**config.mk**
```make
export PLATFORM = sky130hd
export DESIGN_NAME = led_pattern_gen
export DESIGN_NICKNAME = d
export VERILOG_FILES = /design/src/rtl/led_pkg.sv /design/src/rtl/led_tick_gen.sv /design/src/rtl/led_pattern_gen.sv
export SDC_FILE = /design/constraint.sdc
export NUM_CORES = 1
export LEC_CHECK = 0
export ABC_AREA = 1
export CAP_MARGIN = 20
export CORE_MARGIN = 5
export CORE_UTILIZATION = 30
export CTS_CLUSTER_SIZE = 28
export DETAILED_ROUTE_END_ITERATION = 16
export PLACE_DENSITY_LB_ADDON = 0.08
export SLEW_MARGIN = 25
export SYNTH_ARGS = -nofsm -noshare
export SYNTH_HDL_FRONTEND = slang
export SYNTH_SLANG_ARGS = --single-unit
```
**constraint.sdc**
```tcl
create_clock -name clk -period 2 [get_ports clk]
set_input_delay 0.4 -clock clk [delete_from_list [all_inputs] [get_ports clk]]
set_output_delay 0.4 -clock clk [all_outputs]
set_load 0.01 [all_outputs]
```
**src/rtl/led_pkg.sv**
```systemverilog
// Shared mode encoding and clock-divider helper for the LED pattern engine.
package led_pkg;

  typedef enum logic [1:0] {
    LED_MODE_BLINK    = 2'd0,
    LED_MODE_RUN      = 2'd1,
    LED_MODE_PINGPONG = 2'd2,
    LED_MODE_BREATH   = 2'd3
  } led_mode_e;

  function automatic int div_ratio(input int clk_fre, input int fre);
    return clk_fre / fre;
  endfunction

endpackage

```
**src/rtl/led_tick_gen.sv**
```systemverilog
// Divide-by-DIV tick: combinational 1-cycle tick while cnt==DIV-1, counter wraps there.
// clr forces the count back to 0 on the next edge; no backpressure.
module led_tick_gen #(
  parameter int DIV = 2
) (
  input  logic clk,
  input  logic rst_n,
  input  logic clr,
  output logic tick
);

  if (DIV < 2) begin : g_bad_div
    $error("led_tick_gen: DIV must be >= 2");
  end

  localparam int CW = (DIV > 2) ? $clog2(DIV) : 1;
  localparam logic [CW-1:0] LAST = CW'(DIV - 1);

  logic [CW-1:0] cnt;

  assign tick = (cnt == LAST);

  always_ff @(posedge clk or negedge rst_n) begin
    if (!rst_n) begin
      cnt <= '0;
    end else if (clr || tick) begin
      cnt <= '0;
    end else begin
      cnt <= cnt + 1'b1;
    end
  end

endmodule

```
**src/rtl/led_pattern_gen.sv**
```systemverilog
// Blink / running-light / ping-pong / PWM-breathing engine for status LEDs.
// leds and step_o are registered and change 1 cycle after the pattern register; no backpressure.
module led_pattern_gen
  import led_pkg::*;
#(
  parameter int CLK_FRE        = 50_000_000,
  parameter int STEP_FRE       = 1,
  parameter int DUTY_FRE       = 512,
  parameter int PWM_BITS       = 8,
  parameter int LED_NUM        = 4,
  parameter bit LED_ACTIVE_LOW = 1'b0
) (
  input  logic               clk,
  input  logic               rst_n,
  input  logic               en,
  input  led_mode_e          mode,
  output logic [LED_NUM-1:0] leds,
  output logic               step_o
);

  localparam int STEP_DIV = div_ratio(CLK_FRE, STEP_FRE);
  localparam int DUTY_DIV = div_ratio(CLK_FRE, DUTY_FRE);
  localparam logic [LED_NUM-1:0]  UNLIT    = {LED_NUM{LED_ACTIVE_LOW}};
  localparam logic [LED_NUM-1:0]  BIT0     = LED_NUM'(1);
  localparam logic [PWM_BITS-1:0] DUTY_MAX = '1;

  if (PWM_BITS < 2 || LED_NUM < 1) begin : g_bad_param
    $error("led_pattern_gen: PWM_BITS must be >= 2 and LED_NUM >= 1");
  end

  led_mode_e           mode_q;
  logic [LED_NUM-1:0]  pattern, pat_nxt, disp;
  logic                pp_up, pp_up_nxt;
  logic [PWM_BITS-1:0] duty, duty_nxt, pwm_cnt;
  logic                br_up, br_up_nxt;
  logic                adv_q;
  logic                restart, clr, adv;
  logic                step_tick, duty_tick;

  assign restart = en && (mode != mode_q);
  assign clr     = !en || restart;
  assign adv     = en && !restart &&
                   ((mode_q == LED_MODE_BREATH) ? duty_tick : step_tick);
  assign disp    = (mode_q == LED_MODE_BREATH) ? {LED_NUM{pwm_cnt < duty}} : pattern;

  led_tick_gen #(.DIV(STEP_DIV)) u_step_tick (
    .clk   (clk),
    .rst_n (rst_n),
    .clr   (clr),
    .tick  (step_tick)
  );

  led_tick_gen #(.DIV(DUTY_DIV)) u_duty_tick (
    .clk   (clk),
    .rst_n (rst_n),
    .clr   (clr),
    .tick  (duty_tick)
  );

  function automatic logic [LED_NUM-1:0] init_pat(input led_mode_e m);
    if (LED_NUM > 1 && (m == LED_MODE_RUN || m == LED_MODE_PINGPONG)) begin
      return BIT0;
    end
    return '0;
  endfunction

  // An all-zero pattern in RUN/PINGPONG means "enabled but not yet stepped":
  // the first tick after en rises lights bit0.
  always_comb begin
    pat_nxt   = pattern;
    pp_up_nxt = pp_up;
    duty_nxt  = duty;
    br_up_nxt = br_up;
    case (mode_q)
      LED_MODE_BLINK: pat_nxt = ~pattern;
      LED_MODE_RUN: begin
        if (LED_NUM == 1)         pat_nxt = ~pattern;
        else if (pattern == '0)   pat_nxt = BIT0;
        else                      pat_nxt = (pattern << 1) | (pattern >> (LED_NUM - 1));
      end
      LED_MODE_PINGPONG: begin
        if (LED_NUM == 1) begin
          pat_nxt = ~pattern;
        end else if (pattern == '0) begin
          pat_nxt   = BIT0;
          pp_up_nxt = 1'b1;
        end else if (pp_up) begin
          pat_nxt   = pattern << 1;
          pp_up_nxt = !pat_nxt[LED_NUM-1];
        end else begin
          pat_nxt   = pattern >> 1;
          pp_up_nxt = pat_nxt[0];
        end
      end
      default: begin
        if (br_up) begin
          if (duty == DUTY_MAX) begin
            duty_nxt  = duty - 1'b1;
            br_up_nxt = 1'b0;
          end else begin
            duty_nxt  = duty + 1'b1;
          end
        end else if (duty == '0) begin
          duty_nxt  = duty + 1'b1;
          br_up_nxt = 1'b1;
        end else begin
          duty_nxt  = duty - 1'b1;
        end
      end
    endcase
  end

  always_ff @(posedge clk or negedge rst_n) begin
    if (!rst_n) begin
      mode_q  <= LED_MODE_BLINK;
      pattern <= '0;
      pp_up   <= 1'b1;
      duty    <= '0;
      br_up   <= 1'b1;
      pwm_cnt <= '0;
      adv_q   <= 1'b0;
      step_o  <= 1'b0;
      leds    <= UNLIT;
    end else begin
      mode_q <= mode;
      leds   <= en ? (disp ^ UNLIT) : UNLIT;
      adv_q  <= adv;
      step_o <= en && adv_q;
      if (!en) begin
        pattern <= '0;
        pp_up   <= 1'b1;
        duty    <= '0;
        br_up   <= 1'b1;
        pwm_cnt <= '0;
      end else if (restart) begin
        pattern <= init_pat(mode);
        pp_up   <= 1'b1;
        duty    <= '0;
        br_up   <= 1'b1;
        pwm_cnt <= '0;
      end else begin
        pwm_cnt <= pwm_cnt + 1'b1;
        if (adv) begin
          pattern <= pat_nxt;
          pp_up   <= pp_up_nxt;
          duty    <= duty_nxt;
          br_up   <= br_up_nxt;
        end
      end
    end
  end

endmodule

```
Word level (Yosys, flattened, before mapping)
Cells that the tools add are included.
{ "classes": {"bitwise_logic": 2, "n_eq_ne": 13, "add_sub_neg": 5, "reduce_logical": 18, "n_lt_le_gt_ge": 1, "muxes": 39} }
{ "op_table": {"columns": ["cell", "n"], "rows": [
  ["8-bit two-way mux", 9],
  ["4-bit two-way mux", 10],
  ["26-bit by 1-bit adder with 26-bit output (second input constant)", 1],
  ["26-bit equality test (second input constant)", 1],
  ["26-bit two-way mux", 1],
  ["17-bit by 1-bit adder with 17-bit output (second input constant)", 1],
  ["17-bit equality test (second input constant)", 1],
  ["1-bit two-way mux", 17],
  ["17-bit two-way mux", 1],
  ["8-bit by 1-bit adder with 8-bit output (second input constant)", 2],
  ["4-bit case mux with 3 select lines", 1],
  ["8-bit equality test (second input constant)", 1],
  ["8-bit zero test", 1],
  ["8-bit < comparator", 1],
  ["8-bit by 1-bit subtractor with 8-bit output (second input constant)", 1],
  ["2-bit equality test (second input constant)", 3],
  ["3-bit by 1-bit inequality test with 1-bit output (second input constant)", 2],
  ["2-bit AND reduction", 3],
  ["5-bit by 1-bit inequality test with 1-bit output (second input constant)", 1],
  ["2-bit by 1-bit equality test with 1-bit output (second input constant)", 2],
  ["1-bit logical AND", 4],
  ["4-bit zero test", 1],
  ["1-bit logical OR", 4],
  ["4-bit NOT", 1],
  ["6 further kinds", 8]
]} }
{ "word_totals": {"out_inout_bits": 5, "ff_bits": 73} }

Depth between registers and ports, before layout
{ "depth": {"ltp_word": 8, "depth_mapped": 11, "ltp_nobuf": 11} }

Modules after synthesis
Synthesis repeated with hierarchy kept, for this count alone.
{ "hier_totals": {"hier_cells": 651, "area_unflattened_um2": 4724.5} }
{ "by_module_without_submodules": {"columns": ["mod", "n_inst", "area_per_inst_um2", "cells_per_inst"], "rows": [
  ["led_pattern_gen", 1, 2114.5, 292],
  ["led_tick_gen at u_step_tick", 1, 1589.0, 228],
  ["led_tick_gen at u_duty_tick", 1, 1021.0, 131]
]} }

Worst setup path after synthesis
No wires, ideal clock.
{ "synth_path": {"path_type": "reg2reg", "start": "register u_step_tick.cnt[0]", "end": "register pattern[1]", "path_buffers": 0, "period_less_slack_ps": 1463, "t_arrival_ps": 1347, "setup_ps": 117, "stages_incl_launch_ff": 11, "slack_ps": 537, "path_cell_list": "dfrtp_1 -> ha_1 -> nand2_1 -> nor2_2 -> nand3_1 -> nor2_1 -> nand3_1 -> nand3_4 -> nand2_2 -> nand2_1 -> nand2_1"} }
{ "synth_via": {"elab_chain_cells": 5} }
{ "synth_lines": {"columns": ["element", "line", "rtl"], "rows": [
  ["start, declared", "led_tick_gen.sv:19", "logic [CW-1:0] cnt;"],
  ["start signal, assigned", "led_tick_gen.sv:29", "cnt <= cnt + 1'b1;"],
  ["26-bit equality test", "led_tick_gen.sv:21", "assign tick = (cnt == LAST);"],
  ["1-bit two-way mux", "led_pattern_gen.sv:43", "((mode_q == LED_MODE_BREATH) ? duty_tick : step_tick);"],
  ["1-bit logical AND", "led_pattern_gen.sv:42", "assign adv = en && !restart &&"],
  ["3-bit by 1-bit inequality test with 1-bit output (no source line)", null, null],
  ["2-bit AND reduction (no source line)", null, null],
  ["end signal, assigned", "led_pattern_gen.sv:136", "pattern <= init_pat(mode);"],
  ["end signal, assigned", "led_pattern_gen.sv:144", "pattern <= pat_nxt;"],
  ["end, declared", "led_pattern_gen.sv:32", "logic [LED_NUM-1:0] pattern, pat_nxt, disp;"]
]} }
Every way passes these cells.
A chain may end at the register's enable or synchronous reset.

Worst setup path after layout
{ "layout_path": {"start": "register u_step_tick.cnt[1]", "end": "register u_step_tick.cnt[13]"} }
{ "layout_via": {"elab_chain_cells": 3, "word_cells_on_any_way": 4, "classes_between": "1 x add/sub; 1 x eq/ne; 1 x mux; 1 x reduce/logical"} }
{ "layout_lines": {"columns": ["element", "line", "rtl"], "rows": [
  ["branches (longest 2 deep; another with 26-bit by 1-bit adder with 26-bit output)", null, null],
  ["26-bit two-way mux *", "led_tick_gen.sv:26", "end else if (clr || tick) begin"]
]} }
Mark *: on every way between the ends.

==> impl_metrics.csv <==
group,metric,value,unit
logic_synthesis,synth_cell_types,38,
critical_path,critPathMaxFanout,13,
clock_tree,clock-sinks,73,
logic_synthesis,syn_nets,630,
die,coreArea,0.0146,sq mm
clock_tree,clockBufferDepth,2,
grt,grt_pass1_wl,19200,microns
logic_synthesis,synthesis.instances,608,
clock_tree,cts_hold_buf,0,
cells_and_area,diodes,0,
sta,slew_viol_final,0,
power,pwr-share-seq,44.9,%
sta,slew_headroom,73.5,%
die,rows,44,
cells_and_area,fillers,1534,
grt,grt_pass1_vias,3827,
logic_synthesis,syn_area,0.00450,sq mm
critical_path,start_kind,"flop",
grt,grt_overflow,0,
critical_path,path_class,"reg2reg",
grt,grt.total_usage,13.4,%
critical_path,cp_cell_sequence,"ha_1 -> nand2_1 -> nor2_2 -> nand3_1 -> nor2_1 -> nand2_1 -> nand2_2 -> buf_4 -> nor2_1",
sta,setup_slack,0.207,ns
clock_tree,cts_buffers,9,
cells_and_area,layout_common_cells,"147 x nand2_1, 101 x nor2_1, 71 x dfrtp_1, 61 x inv_1, 36 x nand3_1",
critical_path,crit_path_top_delay_cell,"dfrtp_1",
clock_tree,h-tree-depth,3,
sta,finalHoldViolations,0,
routing,drt_wl_total,11300,microns
sta,report.final.setup_viol,0,
sta,grt_setup_unrepaired,"false",
routing,via_per_inst,4.70,
logic_synthesis,synth_area_leaders,"dfrtp_1 40%, nand2_1 12%, nor2_1 8.4%",
power,switching_share,23.9,%
critical_path,critical_path_required,2.23,ns
routing,ant_nets,0,
clock_tree,clockRootBuffer,"clkbuf_16",
sta,fin_crit_sh,89.6,%
cells_and_area,fin_nets,662,
grt,grt_max_degree,74,
routing,route.vias.total,3899,
place,hpwl,8490,microns
power,ir_drop,442,uV
routing,wl_per_cell,13.6,microns
logic_synthesis,avgSynthCellArea,7.39,sq um
cells_and_area,drive_gt1_share,10.9,%
hold_path,hp-class,"in2async",
job,maxCapViolations,0,
power,p_per_area,647,mW/mm^2
sta,post-route-min-period,1.79,ns
sta,hold_slack,0.0758,ns
clock_tree,path_clk_slew,0.06,ns
routing,first_iter_violations,231,
die,die_x,132,microns
logic_synthesis,synth-edff-count,0,
place,gp_congestion,0.859,
power,combPwrFrac,6.8,%
cells_and_area,post-route-util,35.9,%
clock_tree,worstSkewPairLatency,0.34,ns
critical_path,cp.arrival,2.02,ns
logic_synthesis,ys_ff_latch,73,
routing,drc_errors,0,
die,initial_core_util,30.8,%
clock_tree,cts_tree,"built",
logic_synthesis,yosys.area.top_type,"dfrtp_1",
grt,antenna_found_initial,0,
cells_and_area,final_common_cell,"nand2_1",
critical_path,cpPeakStageDelay,0.37,ns
die,die_height,132,microns
power,switchingPower,810,uW
place,io_buffer_count,9,
logic_synthesis,ys.flop_type,"dfrtp_1",
clock_tree,cts_resized,0,
clock_tree,cts_setup_buffers,0,
sta,fmax,558,MHz
logic_synthesis,yosysWarnings,0,
power,leakage,2.30,nW
sta,finClkSkew,0.00828,ns
logic_synthesis,synth_top_area_share,39.5,%
critical_path,endpoint_kind,"flop",
cells_and_area,area_growth,16.4,%
logic_synthesis,ys_async_sr_fraction,100,%
power,clkPwrFrac,48.3,%
power,intPower,2.58,mW
sta,tightest_slew,0.398,ns
outcome,status,"complete, no violations",
logic_synthesis,ys_seq_area_share,40.7,%
routing,first_pass_iters,4,
die,design.die.area,0.0175,sq mm
place,pre_cts_ws,-0.0846,ns
die,io-pin-count,10,
-- layout make-up --
type	count	area [sq um]	area share, %
Multi-Input combinational cell	456	2350	44.9
Clock buffer	11	243	4.64
Clock inverter	5	55.1	1.05
Tap cell	184	230	4.40
Sequential cell	73	1830	35.0
Inverter	69	259	4.95
Timing Repair Buffer	31	265	5.07
-- metrics by stage --
stage	instance area, sq um	total power [mW]	cells	TNS [ns]
after CTS	5230	3.46	829	0
after global routing	5230	3.55	829	0
after detailed placement	4930	1.78	813	-0.820
after floorplan	4500	1.67	608	0
after global placement	4930	1.78	813	-0.214
final	5230	3.39	829	0
-- Yosys cell counts, types with 2 or more instances --
master    instances
nand2_1         147
nor2_1          101
dfrtp_1          71
inv_1            61
nand3_1          36
a21oi_1          27
xor2_1           22
nor3_1           20
ha_1             17
nand4_1          16
o21ai_0          13
inv_2             8
nand2_2           7
nor2_2            6
o211ai_1          5
o21a_1            5
xnor2_1           5
nor3b_1           4
and3_1            3
buf_2             3
clkbuf_1          3
nor2_4            3
nor3_2            3
a31oi_1           2
and2_1            2
buf_4             2
dfstp_2           2
nand3_2           2
o21ai_1           2
o22ai_1           2
-- final timing paths --
path / from / to / slack, ns / cells past startpoint
worst min register to register: adv_q / step_o / 0.44 / 2
max in group asynchronous: rst_n / pp_up / 1.59 / 2
worst max register to register: u_step_tick.cnt[1] / u_step_tick.cnt[13] / 0.21 / 9
worst min-delay path: rst_n / duty[3] / 0.08 / 2
min in group clk: adv_q / step_o / 0.44 / 2
worst max-delay path: u_step_tick.cnt[1] / u_step_tick.cnt[13] / 0.21 / 9
-- power by group through the flow --
stage / Clock [mW] / Combinational (mW) / Sequential, mW
after global routing: 1.77 / 0.263 / 1.52
final: 1.64 / 0.229 / 1.52
after CTS: 1.71 / 0.236 / 1.52
after detailed placement: 0 / 0.236 / 1.55
after global placement: 0 / 0.235 / 1.55
after floorplan: 0 / 0.123 / 1.54
-- cells by family (layout without fill, tap and decap cells) --
| kind of cell | count (synthesis) | after routing | synth area share, % |
|---|---|---|---|
| simple gates | 354 | 354 | 35.0 |
| fa+ha+maj | 17 | 17 | 4.73 |
| xor+xnor | 27 | 27 | 5.26 |
| compound gates | 58 | 58 | 7.24 |
| flops | 73 | 73 | 40.7 |
| buf+inv | 79 | 116 | 7.04 |
-- flip-flops by register name (all words and copies together), names as in the netlist --
name,count
adv_q,1
pp_up,1
u_step_tick.cnt,26
step_o,1
u_duty_tick.cnt,17
leds,4
pattern,4
pwm_cnt,8
br_up,1
duty,8
mode_q,2
-- layer usage --
metal  track usage, %  vias to the layer above  wire, microns
li1                 -                     2014              -
met1             18.3                     1828           5620
met2             21.1                       48           5190
met3             3.80                        9            377
met4             3.05                        0            121
met5                0                        -              0
-- worst max-delay path, delay by kind of cell, from the launching register on --
kind | cells | cell delay (ns)
flip-flops | 1 | 0.37
AND/OR/NAND/NOR | 7 | 0.85
adder cells (fa/ha/maj) | 1 | 0.20
buffers and inverters | 1 | 0.23
(Power assumes the default switching activity.)
